<file path="src/rtl/uart_pkg.sv">
// Shared definitions for the UART transmit feeder: byte width and FSM state encoding.
package uart_pkg;

    localparam int UART_BYTE_W = 8;

    typedef enum logic [1:0] {
        IDLE      = 2'd0,
        WAIT_DONE = 2'd1,
        GAP       = 2'd2
    } tx_state_e;

endpackage

</file>
<file path="src/rtl/uart_sync_fifo.sv">
// Single-clock FIFO with registered full/empty/count flags and a head-of-queue read port.
// A write is accepted when there is room or when a read happens in the same cycle.
module uart_sync_fifo #(
    parameter int DEPTH = 16,
    parameter int WIDTH = 8
) (
    input  logic                     clk,
    input  logic                     reset,
    input  logic                     wr_en,
    input  logic [WIDTH-1:0]         wr_data,
    input  logic                     rd_en,
    output logic [WIDTH-1:0]         rd_data,
    output logic                     full,
    output logic                     empty,
    output logic [$clog2(DEPTH):0]   count,
    output logic                     wr_rejected
);

    localparam int PTR_W = $clog2(DEPTH);
    localparam int CNT_W = PTR_W + 1;

    logic [WIDTH-1:0] mem_q [DEPTH];
    logic [PTR_W-1:0] wr_ptr_q;
    logic [PTR_W-1:0] rd_ptr_q;
    logic [CNT_W-1:0] count_q;
    logic [CNT_W-1:0] count_d;
    logic             full_q;
    logic             empty_q;
    logic             rd_accept;
    logic             wr_accept;

    assign rd_accept   = rd_en && !empty_q;
    assign wr_accept   = wr_en && (!full_q || rd_accept);
    assign wr_rejected = wr_en && !wr_accept;

    always_comb begin
        count_d = count_q;
        case ({wr_accept, rd_accept})
            2'b10:   count_d = count_q + CNT_W'(1);
            2'b01:   count_d = count_q - CNT_W'(1);
            default: count_d = count_q;
        endcase
    end

    // Storage carries no reset so it maps onto plain RAM; pointers/flags do.
    always_ff @(posedge clk) begin
        if (wr_accept) begin
            mem_q[wr_ptr_q] <= wr_data;
        end
    end

    always_ff @(posedge clk or posedge reset) begin
        if (reset) begin
            wr_ptr_q <= '0;
            rd_ptr_q <= '0;
            count_q  <= '0;
            full_q   <= 1'b0;
            empty_q  <= 1'b1;
        end else begin
            if (wr_accept) begin
                wr_ptr_q <= wr_ptr_q + PTR_W'(1);
            end
            if (rd_accept) begin
                rd_ptr_q <= rd_ptr_q + PTR_W'(1);
            end
            count_q <= count_d;
            full_q  <= (count_d == CNT_W'(DEPTH));
            empty_q <= (count_d == '0);
        end
    end

    assign rd_data = mem_q[rd_ptr_q];
    assign full    = full_q;
    assign empty   = empty_q;
    assign count   = count_q;

endmodule

</file>
<file path="src/rtl/uart_tx_feeder.sv">
// Queues bytes and hands them one at a time to a byte transmitter (send_en/tx_done handshake),
// optionally idling GAP_CYCLES between bytes. Sticky overflow flag under UART_TX_FEEDER_OVF_FLAG_EN.
module uart_tx_feeder
    import uart_pkg::*;
#(
    parameter int DEPTH      = 16,
    parameter int GAP_CYCLES = 0
) (
    input  logic                     clk,
    input  logic                     reset,
    input  logic                     wr_en,
    input  logic [UART_BYTE_W-1:0]   wr_data,
    output logic                     full,
    output logic                     empty,
    output logic [$clog2(DEPTH):0]   count,
    output logic [UART_BYTE_W-1:0]   data_byte,
    output logic                     send_en,
    input  logic                     tx_done,
    output logic                     overflow,
    input  logic                     ovf_clr
);

    localparam int GAP_W = $clog2(GAP_CYCLES + 2);

    tx_state_e              state_q;
    logic [GAP_W-1:0]       gap_cnt_q;
    logic [UART_BYTE_W-1:0] data_byte_q;
    logic                   send_en_q;
    logic [UART_BYTE_W-1:0] head_byte;
    logic                   pop;
    logic                   wr_rejected;

    assign pop = (state_q == IDLE) && !empty;

    uart_sync_fifo #(
        .DEPTH (DEPTH),
        .WIDTH (UART_BYTE_W)
    ) u_fifo (
        .clk         (clk),
        .reset       (reset),
        .wr_en       (wr_en),
        .wr_data     (wr_data),
        .rd_en       (pop),
        .rd_data     (head_byte),
        .full        (full),
        .empty       (empty),
        .count       (count),
        .wr_rejected (wr_rejected)
    );

    always_ff @(posedge clk or posedge reset) begin
        if (reset) begin
            state_q     <= IDLE;
            gap_cnt_q   <= '0;
            data_byte_q <= '0;
            send_en_q   <= 1'b0;
        end else begin
            send_en_q <= 1'b0;
            case (state_q)
                IDLE: begin
                    if (!empty) begin
                        data_byte_q <= head_byte;
                        send_en_q   <= 1'b1;
                        state_q     <= WAIT_DONE;
                    end
                end
                WAIT_DONE: begin
                    if (tx_done) begin
                        if (GAP_CYCLES > 0) begin
                            // Loaded with GAP_CYCLES-1 so GAP occupies exactly GAP_CYCLES cycles.
                            gap_cnt_q <= GAP_W'(GAP_CYCLES - 1);
                            state_q   <= GAP;
                        end else begin
                            state_q <= IDLE;
                        end
                    end
                end
                GAP: begin
                    if (gap_cnt_q == '0) begin
                        state_q <= IDLE;
                    end else begin
                        gap_cnt_q <= gap_cnt_q - GAP_W'(1);
                    end
                end
                default: begin
                    state_q <= IDLE;
                end
            endcase
        end
    end

    assign data_byte = data_byte_q;
    assign send_en   = send_en_q;

`ifdef UART_TX_FEEDER_OVF_FLAG_EN
    logic overflow_q;

    // A rejected write in the same cycle as ovf_clr keeps the flag set.
    always_ff @(posedge clk or posedge reset) begin
        if (reset) begin
            overflow_q <= 1'b0;
        end else if (wr_rejected) begin
            overflow_q <= 1'b1;
        end else if (ovf_clr) begin
            overflow_q <= 1'b0;
        end
    end

    assign overflow = overflow_q;
`else
    logic unused_ovf_inputs;

    assign unused_ovf_inputs = ovf_clr ^ wr_rejected;
    assign overflow          = 1'b0;
`endif

endmodule

</file>
<file path="config.mk">
export PLATFORM = sky130hd
export DESIGN_NAME = uart_tx_feeder
export DESIGN_NICKNAME = d
export VERILOG_FILES = /design/src/rtl/uart_pkg.sv /design/src/rtl/uart_sync_fifo.sv /design/src/rtl/uart_tx_feeder.sv
export SDC_FILE = /design/constraint.sdc
export NUM_CORES = 1
export LEC_CHECK = 0
export CAP_MARGIN = 20
export CORE_MARGIN = 1
export CORE_UTILIZATION = 51
export DETAILED_ROUTE_END_ITERATION = 10
export GPL_TIMING_DRIVEN = 0
export PLACE_DENSITY = 0.68
export REMOVE_ABC_BUFFERS = 1
export SYNTH_ARGS = -nofsm -noshare
export SYNTH_HDL_FRONTEND = slang
export SYNTH_SLANG_ARGS = --single-unit
</file>
<file path="constraint.sdc">
create_clock -name clk -period 5.22 [get_ports clk]
set_clock_uncertainty 0.2 [all_clocks]
set_input_delay 1.305 -clock clk [delete_from_list [all_inputs] [get_ports clk]]
set_output_delay 1.305 -clock clk [all_outputs]
set_load 0.02 [all_outputs]
</file>
[Word-level counts from Yosys, hierarchy flattened]
Memory sizes are Yosys's and may differ from the RTL's. A register that Yosys moved wholly into a read port is not among the register bits.
Index checks and enable logic that the tools add are counted.
Word-level totals
  bits in registers: 19
  bits in latches: 0
  bits in writable memories: 128
  bits in read-only memories: 0
  output and inout bits: 17
  word-level logic and storage cells: 43
  memories kept: 1
Memories
  u_fifo.mem_q: depth 16, width 8, rd ports 1, clocked after memory_dff 1, wr ports 1, RTL line uart_sync_fifo.sv:22  | logic [WIDTH-1:0] mem_q [DEPTH];
Operators by class
  $add $sub $neg: 5
  multipliers: 0
  divide/modulo/power cells: 0
  order comparisons: 0
  equal/unequal tests: 8
  shift-type cells: 0
  multiplexer cells: 10
  bitwise operators: 1
  reduce and logical (&&, ||, !) cells: 10
Operators by type and width (number)
  $pmux 5 s2: 1
  $add 4x1->4 const B: 2
  $mux 2: 3
  $ne 2x2->1 const B: 3
  $pmux 2 s3: 1
  $add 5x1->5 const B: 1
  $eq 5x5->1 const B: 1
  $logic_not 5->1: 1
  $mux 1: 5
  $sub 5x1->5 const B: 1
  $eq 2x1->1 const B: 2
  $eq 2x2->1 const B: 2
  $logic_and 1x1->1: 3
  $reduce_and 3->1: 1
  $logic_not 1->1: 2
  $logic_not 2->1: 1
  $reduce_and 2->1: 1
  $logic_or 1x1->1: 1
  $not 1->1: 1
  $sub 1x1->1 const B: 1

[Logic depth before layout (Yosys ltp)]
  depth after elaboration: 8
  mapped depth: 13
  mapped depth without buffers: 11

[Hierarchy]
A second synthesis with hierarchy kept.
Second synthesis, totals
  cell total of the unflattened synthesis: 306
  area, all modules: 6307.3 um^2
Modules (own cells, without submodules)
  uart_sync_fifo: times used 1, cells each 283, area each 5930.7 um^2, seq. area each 4220.3 um^2
  uart_tx_feeder: times used 1, cells each 23, area each 376.6 um^2, seq. area each 250.2 um^2

[Worst setup path after synthesis]
OpenSTA, ideal clock, no wires.
  kind: input-to-reg
  from: in wr_en
  to: reg u_fifo.full_q, in the netlist u_fifo.full
  library setup time: 88 ps
  data arrival time: 3209 ps
  data required time: 4932 ps
  path slack: 1723 ps
  cell stages on the path: 11
  buffers on the path: 1
  cell sequence: a21boi_2 > inv_1 > ha_1 > buf_2 > xor2_1 > ha_1 > o21ai_0 > a21oi_1 > nor4_1 > xor2_1 > nor3b_1
Between the ends
  cells in the longest elaborated chain, start to end: 4
RTL lines
  from (decl): RTL line uart_tx_feeder.sv:11  | input logic wr_en,
  $logic_and 1x1->1 (*): RTL line uart_sync_fifo.sv:33  | assign wr_accept = wr_en && (!full_q || rd_accept);
  $eq 2x1->1 / $eq 2x2->1 (equally long branches): RTL line uart_sync_fifo.sv:38  | case ({wr_accept, rd_accept})
  $pmux 5 s2 (*): RTL line uart_sync_fifo.sv:38
  net u_fifo.count_d[4]: RTL line uart_sync_fifo.sv:26  | logic [CNT_W-1:0] count_d;
  $eq 5x5->1 (*): RTL line uart_sync_fifo.sv:67  | full_q <= (count_d == CNT_W'(DEPTH));
  to (signal assigned): RTL line uart_sync_fifo.sv:67
  to (decl): RTL line uart_sync_fifo.sv:27  | logic full_q;
The timed path passes the listed nets; every way through them passes the cells marked *.
A chain may end at the register's enable or synchronous reset.

[Final worst setup path]
Ends and elaborated chain as after synthesis.

==> results.md <==
- Tmin final: 3.94 ns
- MaxCap Viol Count: 0
- Post-synth top area share: 61.6%
- Asr flop ratio synth: 16.3%
- Num CTS Buffers: 17
- Synthesis-to-layout area growth: 15.8%
- Tcrit/Tclk final: 75.4%
- Fill cells: 882
- Post-Synth Simple-Gate Area: 4.91%
- Layout cells sized above 1: 19.6%
- Synthesized area per cell: 18.7 µm²
- Diodes inserted: 0
- Gr ovfl total: 0
- Synth Area in Compound Gates: 2.45%
- Critical Path RT: 5.35 ns
- Initial antenna violation count: 0
- PwrDens: 575 nW/µm²
- Worst-path fanout max: 10
- Clk_lat worst skew: 0.43 ns
- Least-Margin Pin Slew: 0.991 ns
- Ranking of synthesized cells by area: edfxtp_1, dfrtp_1, mux4_2, mux4_1, mux2i_1
- Die area: 12700 µm²
- Final setup viols: 0
- Final hold viol count: 0
- CP Launch Type: input pin
- Core Area: 12000 µm²
- CP Capture Type: register
- RSZ-0062 raised after global routing: no
- Hold Buf Count CTS: 0
- DR iter-0 viols: 248
- Status: finished, final reports clean
- Achievable Freq: 254 MHz
- Horiz. Die Dim: 113 µm
- Post-synthesis adder-cell area fraction: 1.60%
- Syn Std Cell Area: 6240 µm²
- CTS resizes: 0
- Yosys cell types: 39
- Finished Core Util: 60.4%
- DR vias: 3026
- Largest vdd supply drop: 0.308 mV
- Post-DP HPWL: 7110 µm
- H-tree Lvls: 4
- Starting Density: 52.2%
- Avg WL per Cell: 21.8 µm
- Min-Delay Path Class: reg2reg
- Avg Vias per Cell: 5.83
- # rows: 40
- Drt drc: 0
- Critical path class: in2reg
- Setup tns final: 0 ns
- Post-DRT Antenna Nets: 0
- Fin area: 7230 µm²
- Final Total Pwr: 4.15 mW
- Most common cell after layout, fill and taps aside: edfxtp_1
- Yosys warning count: 0
- Clk sinks: 153
- Commonest cells after routing, fill and taps aside: edfxtp_1, clkdlybuf4s50_1, mux4_2
- Buffer count from post-CTS setup fixing: 0
- Drt pass-1 iters: 5
- CTS clk-pin slew, worst paths: 0.05 ns
- Port Buf Inserts: 27
- Root Driver: clkbuf_16
- Total track usage: 20.1%
- Max-slew headroom: 33.9%
- Die height: 113 µm
- Cells after Synth: 334
- Placed instance area: 6620 µm²
- Main combinational cell family by area after synthesis: multiplexers
- Sequential fraction of the synthesis area: 71.6%
- Leak pwr: 2.46 nW
- #FFs+latches synth: 153
- Total wire length: 11300 µm
- I/O pin cnt: 30
- Cell taking the most area after synthesis: edfxtp_1
- EDFF count, synth: 128
- Mux share of post-synthesis cell area: 15.4%
- XOR/XNOR Fraction of Synth Area: 1.68%
- Hold_ws: 0.267 ns
- Vias in the first global route: 3100
- CTS tree: built
- Pins over their slew limit: 0
- Crit path DAT: 4.07 ns
- Ys flop type: edfxtp_1
- # nets final: 381
- Pin count of the biggest net entering global routing: 36
- First-pass GRT wire length: 17800 µm
- RD Place Congestion: 0.727
- Longest Clk Path Bufs: 2
## per-layer routing
layer / wire, µm / vias up / global-route usage [%]
li1: - / 1378 / -
met1: 4820 / 1558 / 25.3
met2: 5880 / 78 / 32.9
met3: 552 / 12 / 6.32
met4: 90 / 0 / 7.73
met5: 0 / - / 0
## cell type report
class / instances / area, µm² / area share [%]
Sequential cell: 153 / 4470 / 61.9
Multi-Input combinational cell: 154 / 1650 / 22.8
Clock buffer: 18 / 429 / 5.94
Timing Repair Buffer: 29 / 318 / 4.40
Tap cell: 147 / 184 / 2.55
Clock inverter: 13 / 153 / 2.11
Inverter: 5 / 18.8 / 0.260
## sequential cells by signal, summed over array words and instances (netlist names)
name and flops:
data_byte 8, send_en 1, state_q 1, u_fifo.count 5, u_fifo.empty 1, u_fifo.full 1, u_fifo.mem_q 128, u_fifo.rd_ptr_q 4
u_fifo.wr_ptr_q 4
## cells by family after synthesis
| family | Yosys count |
|---|---|
| AOI/OAI and AO/OA | 20 |
| xor gates and xnor gates | 12 |
| adders and majority gates | 8 |
| buffers and inverters | 27 |
| DFF | 153 |
| muxes | 52 |
| other | 1 |
| and+or+nand+nor | 61 |
## worst paths after layout
kind | cells past startpoint | slack (ns) | from | end
setup / recovery | 11 | 1.28 | wr_en | u_fifo.full
setup reg to reg | 11 | 1.71 | state_q[0] | u_fifo.full
min in group asynchronous | 2 | 0.89 | reset | data_byte[5]
hold reg to reg | 1 | 0.27 | state_q[0] | state_q[0]
hold / removal | 1 | 0.27 | state_q[0] | state_q[0]
max in group asynchronous | 3 | 3.50 | reset | u_fifo.empty
## worst max-delay path, cell delays in order
cell	delay, ns
clkdlybuf4s50_1	0.46
a21boi_2	0.43
inv_1	0.13
ha_1	0.32
xor2_1	0.18
ha_1	0.23
o21ai_0	0.16
a21oi_1	0.06
nor4_1	0.29
xor2_1	0.25
nor3b_1	0.24
## through the flow
step / std cells / worst slack (ns)
2_1_floorplan: 312 / 1.74
6_report: 519 / 1.28
3_3_place_gp: 486 / 0.937
5_1_grt: 519 / 1.05
4_1_cts: 518 / 1.30
3_5_place_dp: 487 / 0.875
## where the power goes
| group | internal [mW] | switching, mW | leakage, nW |
|---|---|---|---|
| Combinational | 0.616 | 0.546 | 0.731 |
| Sequential | 1.53 | 0.254 | 1.45 |
| Clock | 0.743 | 0.463 | 0.277 |
| Total | 2.89 | 1.26 | 2.46 |
## cells in the mapped netlist, types with 2 or more instances
| master | n |
|---|---|
| mux4_1 | 8 |
| ha_1 | 8 |
| mux2i_1 | 11 |
| edfxtp_1 | 128 |
| nand3b_1 | 3 |
| xor2_1 | 3 |
| clkbuf_1 | 12 |
| nand2_1 | 11 |
| buf_6 | 2 |
| a21oi_1 | 6 |
| nor2_1 | 18 |
| mux2_2 | 9 |
| a221o_1 | 8 |
| o21ai_0 | 2 |
| nand4_1 | 3 |
| xnor2_1 | 9 |
| inv_1 | 5 |
| buf_1 | 3 |
| dfrtp_1 | 24 |
| buf_2 | 3 |
| nand2b_1 | 5 |
| nor3_1 | 13 |
| mux4_2 | 24 |
(Power assumes the default switching activity.)
